### config.mk
export PLATFORM = sky130hd
export DESIGN_NAME = wb_arbiter_flat
export DESIGN_NICKNAME = d
export VERILOG_FILES = /design/src/rtl/wb_arbiter_if.sv /design/src/rtl/wb_arbiter.sv /design/src/flat_wrapper.sv
export SDC_FILE = /design/constraint.sdc
export NUM_CORES = 1
export LEC_CHECK = 0
export CORE_UTILIZATION = 29
export DETAILED_ROUTE_END_ITERATION = 16
export PLACE_DENSITY = 0.57
export SLEW_MARGIN = 25
export SYNTH_ARGS = -nofsm -noshare
export SYNTH_HDL_FRONTEND = slang
export SYNTH_SLANG_ARGS = --single-unit
### constraint.sdc
create_clock -name clk -period 12.7 [get_ports clk]
set_input_delay 3.175 -clock clk [delete_from_list [all_inputs] [get_ports clk]]
set_output_delay 3.175 -clock clk [all_outputs]
set_load 0.02 [all_outputs]
### src/rtl/wb_arbiter_if.sv
// wb_arbiter_if: bundle between the MEM stage, the divide unit and the regfile write port.
// Signals: mem_we/mem_waddr/mem_wdata (MEM-stage write), stall_mem/stall_wb/flush (pipeline control),
//   div_valid/div_waddr/div_wdata/div_ready (divide result handshake),
//   rf_we/rf_waddr/rf_wdata (regfile write port), pend_cnt (occupied pending entries).
// Modports: slave = the write-back arbiter, master = the surrounding pipeline driving it.
interface wb_arbiter_if #(
    parameter int DEPTH = 2,
    parameter int AW = 5,
    parameter int DW = 32
) ();
    logic                   mem_we;
    logic [AW-1:0]          mem_waddr;
    logic [DW-1:0]          mem_wdata;
    logic                   stall_mem;
    logic                   stall_wb;
    logic                   flush;
    logic                   div_valid;
    logic [AW-1:0]          div_waddr;
    logic [DW-1:0]          div_wdata;
    logic                   div_ready;
    logic                   rf_we;
    logic [AW-1:0]          rf_waddr;
    logic [DW-1:0]          rf_wdata;
    logic [$clog2(DEPTH):0] pend_cnt;
    modport slave (
        input  mem_we, mem_waddr, mem_wdata, stall_mem, stall_wb, flush,
        input  div_valid, div_waddr, div_wdata,
        output div_ready, rf_we, rf_waddr, rf_wdata, pend_cnt
    );
    modport master (
        output mem_we, mem_waddr, mem_wdata, stall_mem, stall_wb, flush,
        output div_valid, div_waddr, div_wdata,
        input  div_ready, rf_we, rf_waddr, rf_wdata, pend_cnt
    );
endinterface

### src/rtl/wb_arbiter.sv
// wb_arbiter: write-back stage merging the MEM/WB slot with buffered divide results onto one regfile port.
// Ports: clk; rst (async, active-high); bus (wb_arbiter_if.slave) carrying the MEM-stage write,
//   pipeline controls, the divide result handshake, the regfile write port and pend_cnt.
module wb_arbiter #(
    parameter int DEPTH = 2,
    parameter int AW = 5,
    parameter int DW = 32
) (
    input logic         clk,
    input logic         rst,
    wb_arbiter_if.slave bus
);
    localparam int PW = $clog2(DEPTH);
    logic          slot_we_q, slot_we_d;
    logic [AW-1:0] slot_waddr_q, slot_waddr_d;
    logic [DW-1:0] slot_wdata_q, slot_wdata_d;
    logic [AW-1:0] addr_q [DEPTH];
    logic [AW-1:0] addr_d [DEPTH];
    logic [DW-1:0] data_q [DEPTH];
    logic [DW-1:0] data_d [DEPTH];
    logic [DEPTH-1:0] val_q, val_d;
    logic [PW-1:0] wr_ptr_q, wr_ptr_d, rd_ptr_q, rd_ptr_d;
    logic [PW:0]   cnt_q, cnt_d;
    logic slot_wr, empty, full, head_v, store, pop, clear, latch;

    always_comb begin
        slot_wr = slot_we_q && (slot_waddr_q != '0);
        empty   = cnt_q == '0;
        full    = cnt_q == (PW+1)'(DEPTH);
        head_v  = !empty && val_q[rd_ptr_q];
        // r0 results are accepted but never occupy an entry
        store   = bus.div_valid && !full && (bus.div_waddr != '0);
        // an invalid head is dropped even while the slot owns the port
        pop     = !empty && (!slot_wr || !val_q[rd_ptr_q]);
        clear   = bus.flush || (bus.stall_mem && !bus.stall_wb);
        latch   = !bus.flush && !bus.stall_wb && !bus.stall_mem;
    end

    assign bus.div_ready = !full;
    assign bus.pend_cnt  = cnt_q;
    assign bus.rf_we     = slot_wr || head_v;
    assign bus.rf_waddr  = slot_wr ? slot_waddr_q : head_v ? addr_q[rd_ptr_q] : '0;
    assign bus.rf_wdata  = slot_wr ? slot_wdata_q : head_v ? data_q[rd_ptr_q] : '0;

    always_comb begin
        slot_we_d    = clear ? 1'b0 : latch ? bus.mem_we    : slot_we_q;
        slot_waddr_d = clear ? '0   : latch ? bus.mem_waddr : slot_waddr_q;
        slot_wdata_d = clear ? '0   : latch ? bus.mem_wdata : slot_wdata_q;
    end

    always_comb begin
        addr_d = addr_q;
        data_d = data_q;
        val_d  = val_q;
        // younger slot write supersedes any buffered result for the same register
        for (int i = 0; i < DEPTH; i++)
            if (slot_wr && addr_q[i] == slot_waddr_q) val_d[i] = 1'b0;
        if (store) begin
            addr_d[wr_ptr_q] = bus.div_waddr;
            data_d[wr_ptr_q] = bus.div_wdata;
            val_d[wr_ptr_q]  = !(slot_wr && bus.div_waddr == slot_waddr_q);
        end
        wr_ptr_d = wr_ptr_q + PW'(store);
        rd_ptr_d = rd_ptr_q + PW'(pop);
        cnt_d    = cnt_q + (PW+1)'(store) - (PW+1)'(pop);
    end

    always_ff @(posedge clk or posedge rst) begin
        if (rst) begin
            slot_we_q    <= 1'b0;
            slot_waddr_q <= '0;
            slot_wdata_q <= '0;
            val_q        <= '0;
            wr_ptr_q     <= '0;
            rd_ptr_q     <= '0;
            cnt_q        <= '0;
            for (int i = 0; i < DEPTH; i++) begin
                addr_q[i] <= '0;
                data_q[i] <= '0;
            end
        end else begin
            slot_we_q    <= slot_we_d;
            slot_waddr_q <= slot_waddr_d;
            slot_wdata_q <= slot_wdata_d;
            val_q        <= val_d;
            wr_ptr_q     <= wr_ptr_d;
            rd_ptr_q     <= rd_ptr_d;
            cnt_q        <= cnt_d;
            addr_q       <= addr_d;
            data_q       <= data_d;
        end
    end
endmodule

### src/flat_wrapper.sv
// flat-port wrapper written by rule: the top's interface ports become plain ports
module wb_arbiter_flat 
#(
    parameter int DEPTH = 2,
    parameter int AW = 5,
    parameter int DW = 32
)
  (clk, rst, bus_mem_we, bus_mem_waddr, bus_mem_wdata, bus_stall_mem, bus_stall_wb, bus_flush, bus_div_valid, bus_div_waddr, bus_div_wdata, bus_div_ready, bus_rf_we, bus_rf_waddr, bus_rf_wdata, bus_pend_cnt);
  wb_arbiter_if #(.DEPTH(DEPTH), .AW(AW), .DW(DW)) bus_i ();
  input logic clk;
  input logic rst;
  input wire logic [$bits(bus_i.mem_we)-1:0] bus_mem_we;
  input wire logic [$bits(bus_i.mem_waddr)-1:0] bus_mem_waddr;
  input wire logic [$bits(bus_i.mem_wdata)-1:0] bus_mem_wdata;
  input wire logic [$bits(bus_i.stall_mem)-1:0] bus_stall_mem;
  input wire logic [$bits(bus_i.stall_wb)-1:0] bus_stall_wb;
  input wire logic [$bits(bus_i.flush)-1:0] bus_flush;
  input wire logic [$bits(bus_i.div_valid)-1:0] bus_div_valid;
  input wire logic [$bits(bus_i.div_waddr)-1:0] bus_div_waddr;
  input wire logic [$bits(bus_i.div_wdata)-1:0] bus_div_wdata;
  output wire logic [$bits(bus_i.div_ready)-1:0] bus_div_ready;
  output wire logic [$bits(bus_i.rf_we)-1:0] bus_rf_we;
  output wire logic [$bits(bus_i.rf_waddr)-1:0] bus_rf_waddr;
  output wire logic [$bits(bus_i.rf_wdata)-1:0] bus_rf_wdata;
  output wire logic [$bits(bus_i.pend_cnt)-1:0] bus_pend_cnt;
  assign bus_i.mem_we = bus_mem_we;
  assign bus_i.mem_waddr = bus_mem_waddr;
  assign bus_i.mem_wdata = bus_mem_wdata;
  assign bus_i.stall_mem = bus_stall_mem;
  assign bus_i.stall_wb = bus_stall_wb;
  assign bus_i.flush = bus_flush;
  assign bus_i.div_valid = bus_div_valid;
  assign bus_i.div_waddr = bus_div_waddr;
  assign bus_i.div_wdata = bus_div_wdata;
  assign bus_div_ready = bus_i.div_ready;
  assign bus_rf_we = bus_i.rf_we;
  assign bus_rf_waddr = bus_i.rf_waddr;
  assign bus_rf_wdata = bus_i.rf_wdata;
  assign bus_pend_cnt = bus_i.pend_cnt;
  wb_arbiter #(.DEPTH(DEPTH), .AW(AW), .DW(DW)) u_core (.clk(clk), .rst(rst), .bus(bus_i));
endmodule
### Word level (Yosys, flattened, before mapping)

Index checks and enable logic that the tools add are counted.

| cells by class | value |
|---|---|
| $add $sub $neg | 4 |
| $lt $le $gt $ge | 6 |
| eq/ne operators | 4 |
| mux-type cells | 30 |
| bitwise operators | 2 |
| reductions and logical operators | 28 |

Operators by type and width:

| cell | count |
|---|---|
| 2-to-1 mux 32 bit | 8 |
| bitwise mux 64 bit | 1 |
| 2-to-1 mux 5 bit | 8 |
| demux 32 bit (select 1 bit) | 1 |
| equality test 5 bit | 3 |
| logical AND 1 bit | 13 |
| bitwise mux 10 bit | 1 |
| nonzero test 5 bit | 2 |
| logical NOT 1 bit | 8 |
| 2-to-1 mux 1 bit | 7 |
| demux 5 bit (select 1 bit) | 1 |
| >= comparator 2 bit (second input constant) | 2 |
| < comparator 1 x 2 -> 1 bit (second input constant) | 2 |
| NOT 1 -> 2 bit | 2 |
| logical OR 1 bit | 3 |
| adder 1 bit | 2 |
| adder 2 x 1 -> 2 bit | 1 |
| bitwise mux 2 bit | 1 |
| equality test 2 bit (second input constant) | 1 |
| logical NOT 2 bit | 1 |
| < comparator 2 x 1 -> 1 bit (second input constant) | 1 |
| 2-to-1 mux 2 bit | 1 |
| nonzero test 2 bit | 1 |
| subtractor 2 x 1 -> 2 bit | 1 |
| 2 further kinds | 2 |

| storage, ports and cells | value |
|---|---|
| bits in registers | 118 |
| input bits | 81 |
| output and inout port bits | 41 |
| logic and storage cells | 85 |

### Logic depth before layout (Yosys ltp)

| logic depth | value |
|---|---|
| word-level depth | 6 |
| depth in mapped cells | 11 |
| gate-level depth less buffers | 8 |

### Worst setup path after synthesis

OpenSTA, ideal clock, no wires.

| timing | value |
|---|---|
| path kind | input port to flip-flop |
| start | input bus_div_waddr[1] |
| end | register u_core.addr_q[0] (netlist name) |
| setup time | 125 ps |
| arrival | 4,984 ps |
| data required time | 12,575 ps |
| slack | 7,591 ps |
| stages | 7 |
| path buffers | 2 |
| path through | or4_1 o211ai_1 inv_1 ha_1 clkbuf_1 clkbuf_1 mux2_2 |

| between the ends | value |
|---|---|
| word-level cells in the longest chain between the ends | 2 |

RTL lines:

| item | line | RTL |
|---|---|---|
| start, declared | flat_wrapper.sv:19 | `input wire logic [$bits(bus_i.div_waddr)-1:0] bus_div_waddr;` |
| nonzero test 5 bit | wb_arbiter.sv:32 | `store = bus.div_valid && !full && (bus.div_waddr != '0);` |
| logical AND 1 bit | wb_arbiter.sv:32 |  |
| end signal, assigned | wb_arbiter.sv:89 | `addr_q <= addr_d;` |
| end, declared | wb_arbiter.sv:17 | `logic [AW-1:0] addr_q [DEPTH];` |

No other way between the ends.
A chain may end at the register's enable or synchronous reset.

### Worst setup path after layout

| timing | value |
|---|---|
| start | register u_core.slot_waddr_q[1] |
| end | output bus_rf_wdata[18] |

| between the ends | value |
|---|---|
| word-level cells in the longest chain between the ends | 3 |

RTL lines:

| item | line | RTL |
|---|---|---|
| start, declared | wb_arbiter.sv:15 | `logic [AW-1:0] slot_waddr_q, slot_waddr_d;` |
| start signal, assigned | wb_arbiter.sv:83 | `slot_waddr_q <= slot_waddr_d;` |
| nonzero test 5 bit | wb_arbiter.sv:27 | `slot_wr = slot_we_q && (slot_waddr_q != '0);` |
| logical AND 1 bit | wb_arbiter.sv:27 |  |
| 2-to-1 mux 32 bit | wb_arbiter.sv:43 | `assign bus.rf_wdata = slot_wr ? slot_wdata_q : head_v ? data_q[rd_ptr_q] : '0;` |
| end, declared | flat_wrapper.sv:24 | `output wire logic [$bits(bus_i.rf_wdata)-1:0] bus_rf_wdata;` |

No other way between the ends.

==> flow_metrics.env <==
export IMPL_gp_congestion=0.814
export IMPL_worst_pin_slew_ns=1.03
export IMPL_cts_hold_fix_buffers=0
export IMPL_pre_cts_slack_ns=6.90
export IMPL_grt_overflow=0
export IMPL_post_route_drc_count=0
export IMPL_start_kind="register"
export IMPL_min_from="u_core.data_q[61]"
export IMPL_startpoint="u_core.slot_waddr_q[1]"
export IMPL_ant_nets=0
export IMPL_grt_pass1_wl_um=22500
export IMPL_hold_ws_ns=0.502
export IMPL_synth_cell_types=31
export IMPL_p_leak_nw=3.22
export IMPL_drive_above_1_share=0.282
export IMPL_cts_buffers=17
export IMPL_m1WireLength_um=6320
export IMPL_vias=3847
export IMPL_die_area_um2=20200
export IMPL_worstPathArrival_ns=3.06
export IMPL_report_final_slew_viol_count=0
export IMPL_setup_viol=0
export IMPL_fin_crit_sh=0.491
export IMPL_rr_startpoint="u_core.slot_waddr_q[1]"
export IMPL_syn_nets=520
export IMPL_grt_pass1_vias=4156
export IMPL_syn_to_final_growth_pct=36.0
export IMPL_place_area_um2=7100
export IMPL_max_cap_violations=0
export IMPL_antennaDiodeCount=0
export IMPL_grt_usage=0.148
export IMPL_htreeDepth=4
export IMPL_worstSkewPairLatency_ns=0.41
export IMPL_drt_first_iter_violations=155
export IMPL_drtPass1Iterations=4
export IMPL_min_path_type="register to register"
export IMPL_yosys_warnings=0
export IMPL_rsz0062_at_grt="no"
export IMPL_synthArstFlopShare=1.00
export IMPL_ios=122
export IMPL_wl_um=13700
export IMPL_hold_viol=0
export IMPL_rows=50
export IMPL_critical_path_class="register to primary output"
export IMPL_top_layer="met4"
export IMPL_dpl_hpwl_um=8640
export IMPL_fin_nets=626
export IMPL_min_period_ns=6.24
export IMPL_clockBufferDepth=2
export IMPL_skew_ns=0.0118
export IMPL_crit_fanout=41
export IMPL_syn_mean_instance_area_um2=13.1
export IMPL_ys_seq_area_frac=0.519
export IMPL_viasPerCell=4.73
export IMPL_fmax_mhz=160
export IMPL_die_height_um=142
export IMPL_coreArea_um2=19000
export IMPL_post_drt_wl_per_cell_um=16.8
export IMPL_ys_ff_latch=118
export IMPL_cp_required_ns=9.52
export IMPL_fin_tns_setup_ns=0
export IMPL_clockRootBuffer="clkbuf_16"
export IMPL_maxSlewHeadroom=0.312
export IMPL_setup_ws_ns=6.46
export IMPL_cts_sinks=118
export IMPL_antenna_found_initial=0
export IMPL_path_clk_slew_ns=0.06
export IMPL_start_util=0.300
export IMPL_end_kind="primary output"
export IMPL_port_buffer_count=121
export IMPL_netlist_area_um2=5680
export IMPL_cts_tree="done"
export IMPL_cts_repair_resized=0
export IMPL_syn_inst=435
export IMPL_grt_max_degree=87
export IMPL_met3_length_um=744
export IMPL_synth_edf_count=0
export IMPL_power_density_nw_per_um2=252
export IMPL_max_vdd_ir_drop_mv=0.111
export IMPL_design_area_um2=7730
export IMPL_status="complete, no violations"
export IMPL_dr_wl_met2_um=6410
export IMPL_synth_main_ff_cell="dfrtp_1"
export IMPL_postCtsSetupRepairBufs=0
export IMPL_die_x_um=142
[flip-flops by register name, summed over array words and instances, names as in the netlist]
name,cells
u_core.wr_ptr_q,1
u_core.slot_waddr_q,5
u_core.data_q,64
u_core.bus.pend_cnt,2
u_core.rd_ptr_q,1
u_core.slot_we_q,1
u_core.val_q,2
u_core.addr_q,10
u_core.slot_wdata_q,32
[final cells by class]
| type | count | area [um^2] |
|---|---|---|
| repair buffers | 126 | 1260 |
| well taps | 260 | 325 |
| clock inverters | 8 | 96.3 |
| clock buffers | 23 | 498 |
| inverters | 7 | 28.8 |
| multi-input cells | 271 | 2560 |
| flip-flops and latches | 118 | 2950 |
| fillers | 1778 | 11200 |
[path summary, 6_finish.rpt]
| check | to | slack (ns) | depth (start not counted) |
|---|---|---|---|
| worst min-delay path | u_core.data_q[61] | 0.50 | 1 |
| worst max register to register | u_core.bus.pend_cnt[1] | 10.23 | 8 |
| min in group asynchronous | u_core.slot_wdata_q[12] | 3.12 | 2 |
| worst max-delay path | bus_rf_wdata[18] | 6.46 | 5 |
| worst min register to register | u_core.data_q[61] | 0.50 | 1 |
| max in group asynchronous | u_core.rd_ptr_q | 8.44 | 3 |
[placed cells by master, fill, tap and decap left out, types with 6 or more instances in the layout]
master and instances:
a22o_1 38, clkbuf_16 17, clkdlybuf4s50_1 121, dfrtp_1 117, inv_1 6, mux2_2 75
mux2i_1 37, nand2_1 39, o31ai_2 37, xnor2_1 11, xor2_1 6
[routing by layer]
metal	global-route usage	vias up
met1	0.191	1925
met2	0.232	107
met3	0.0478	17
li1	-	1798
met5	0	-
met4	0.0487	0
[synth_stat cells, types with 5 or more instances]
cell	instances	area, um^2
a22o_1	38	333
buf_2	5	25.0
buf_6	6	67.6
clkbuf_1	26	97.6
dfrtp_1	118	2950
inv_1	7	26.3
mux2_2	75	845
mux2i_1	37	370
nand2_1	39	146
o31ai_2	37	463
xnor2_1	11	96.3
xor2_1	6	52.6
[logic make-up after synthesis]
| family | share of synthesized area |
|---|---|
| multiplexers | 0.214 |
| AO/OA/AOI/OAI | 0.154 |
| buffers and inverters | 0.0394 |
| XOR/XNOR | 0.0262 |
| AND/OR/NAND/NOR | 0.0387 |
| adder cells (fa/ha/maj) | 0.00881 |
| flip-flops | 0.519 |
[worst max-delay path, stage by stage (launching register included)]
cell and delay [ns]:
dfrtp_1 0.46, or4_4 0.57, o21a_4 0.40, buf_12 0.26, o31ai_2 0.28, clkdlybuf4s50_1 0.65
[where the power goes]
group / switching [mW] / leakage [nW] / internal (mW)
clock: 0.165 / 0.295 / 0.312
sequential: 0.0823 / 1.46 / 0.515
combinational: 0.425 / 1.46 / 0.446
[per-stage QoR]
stage          power (mW)  instances   util
4_1_cts              1.98        812  0.406
3_3_place_gp         1.46        781  0.374
5_1_grt              2.07        813  0.408
6_report             1.95        813  0.408
2_1_floorplan        1.16        435      -
3_5_place_dp         1.49        781  0.374
Power figures use the tool's default switching activity.
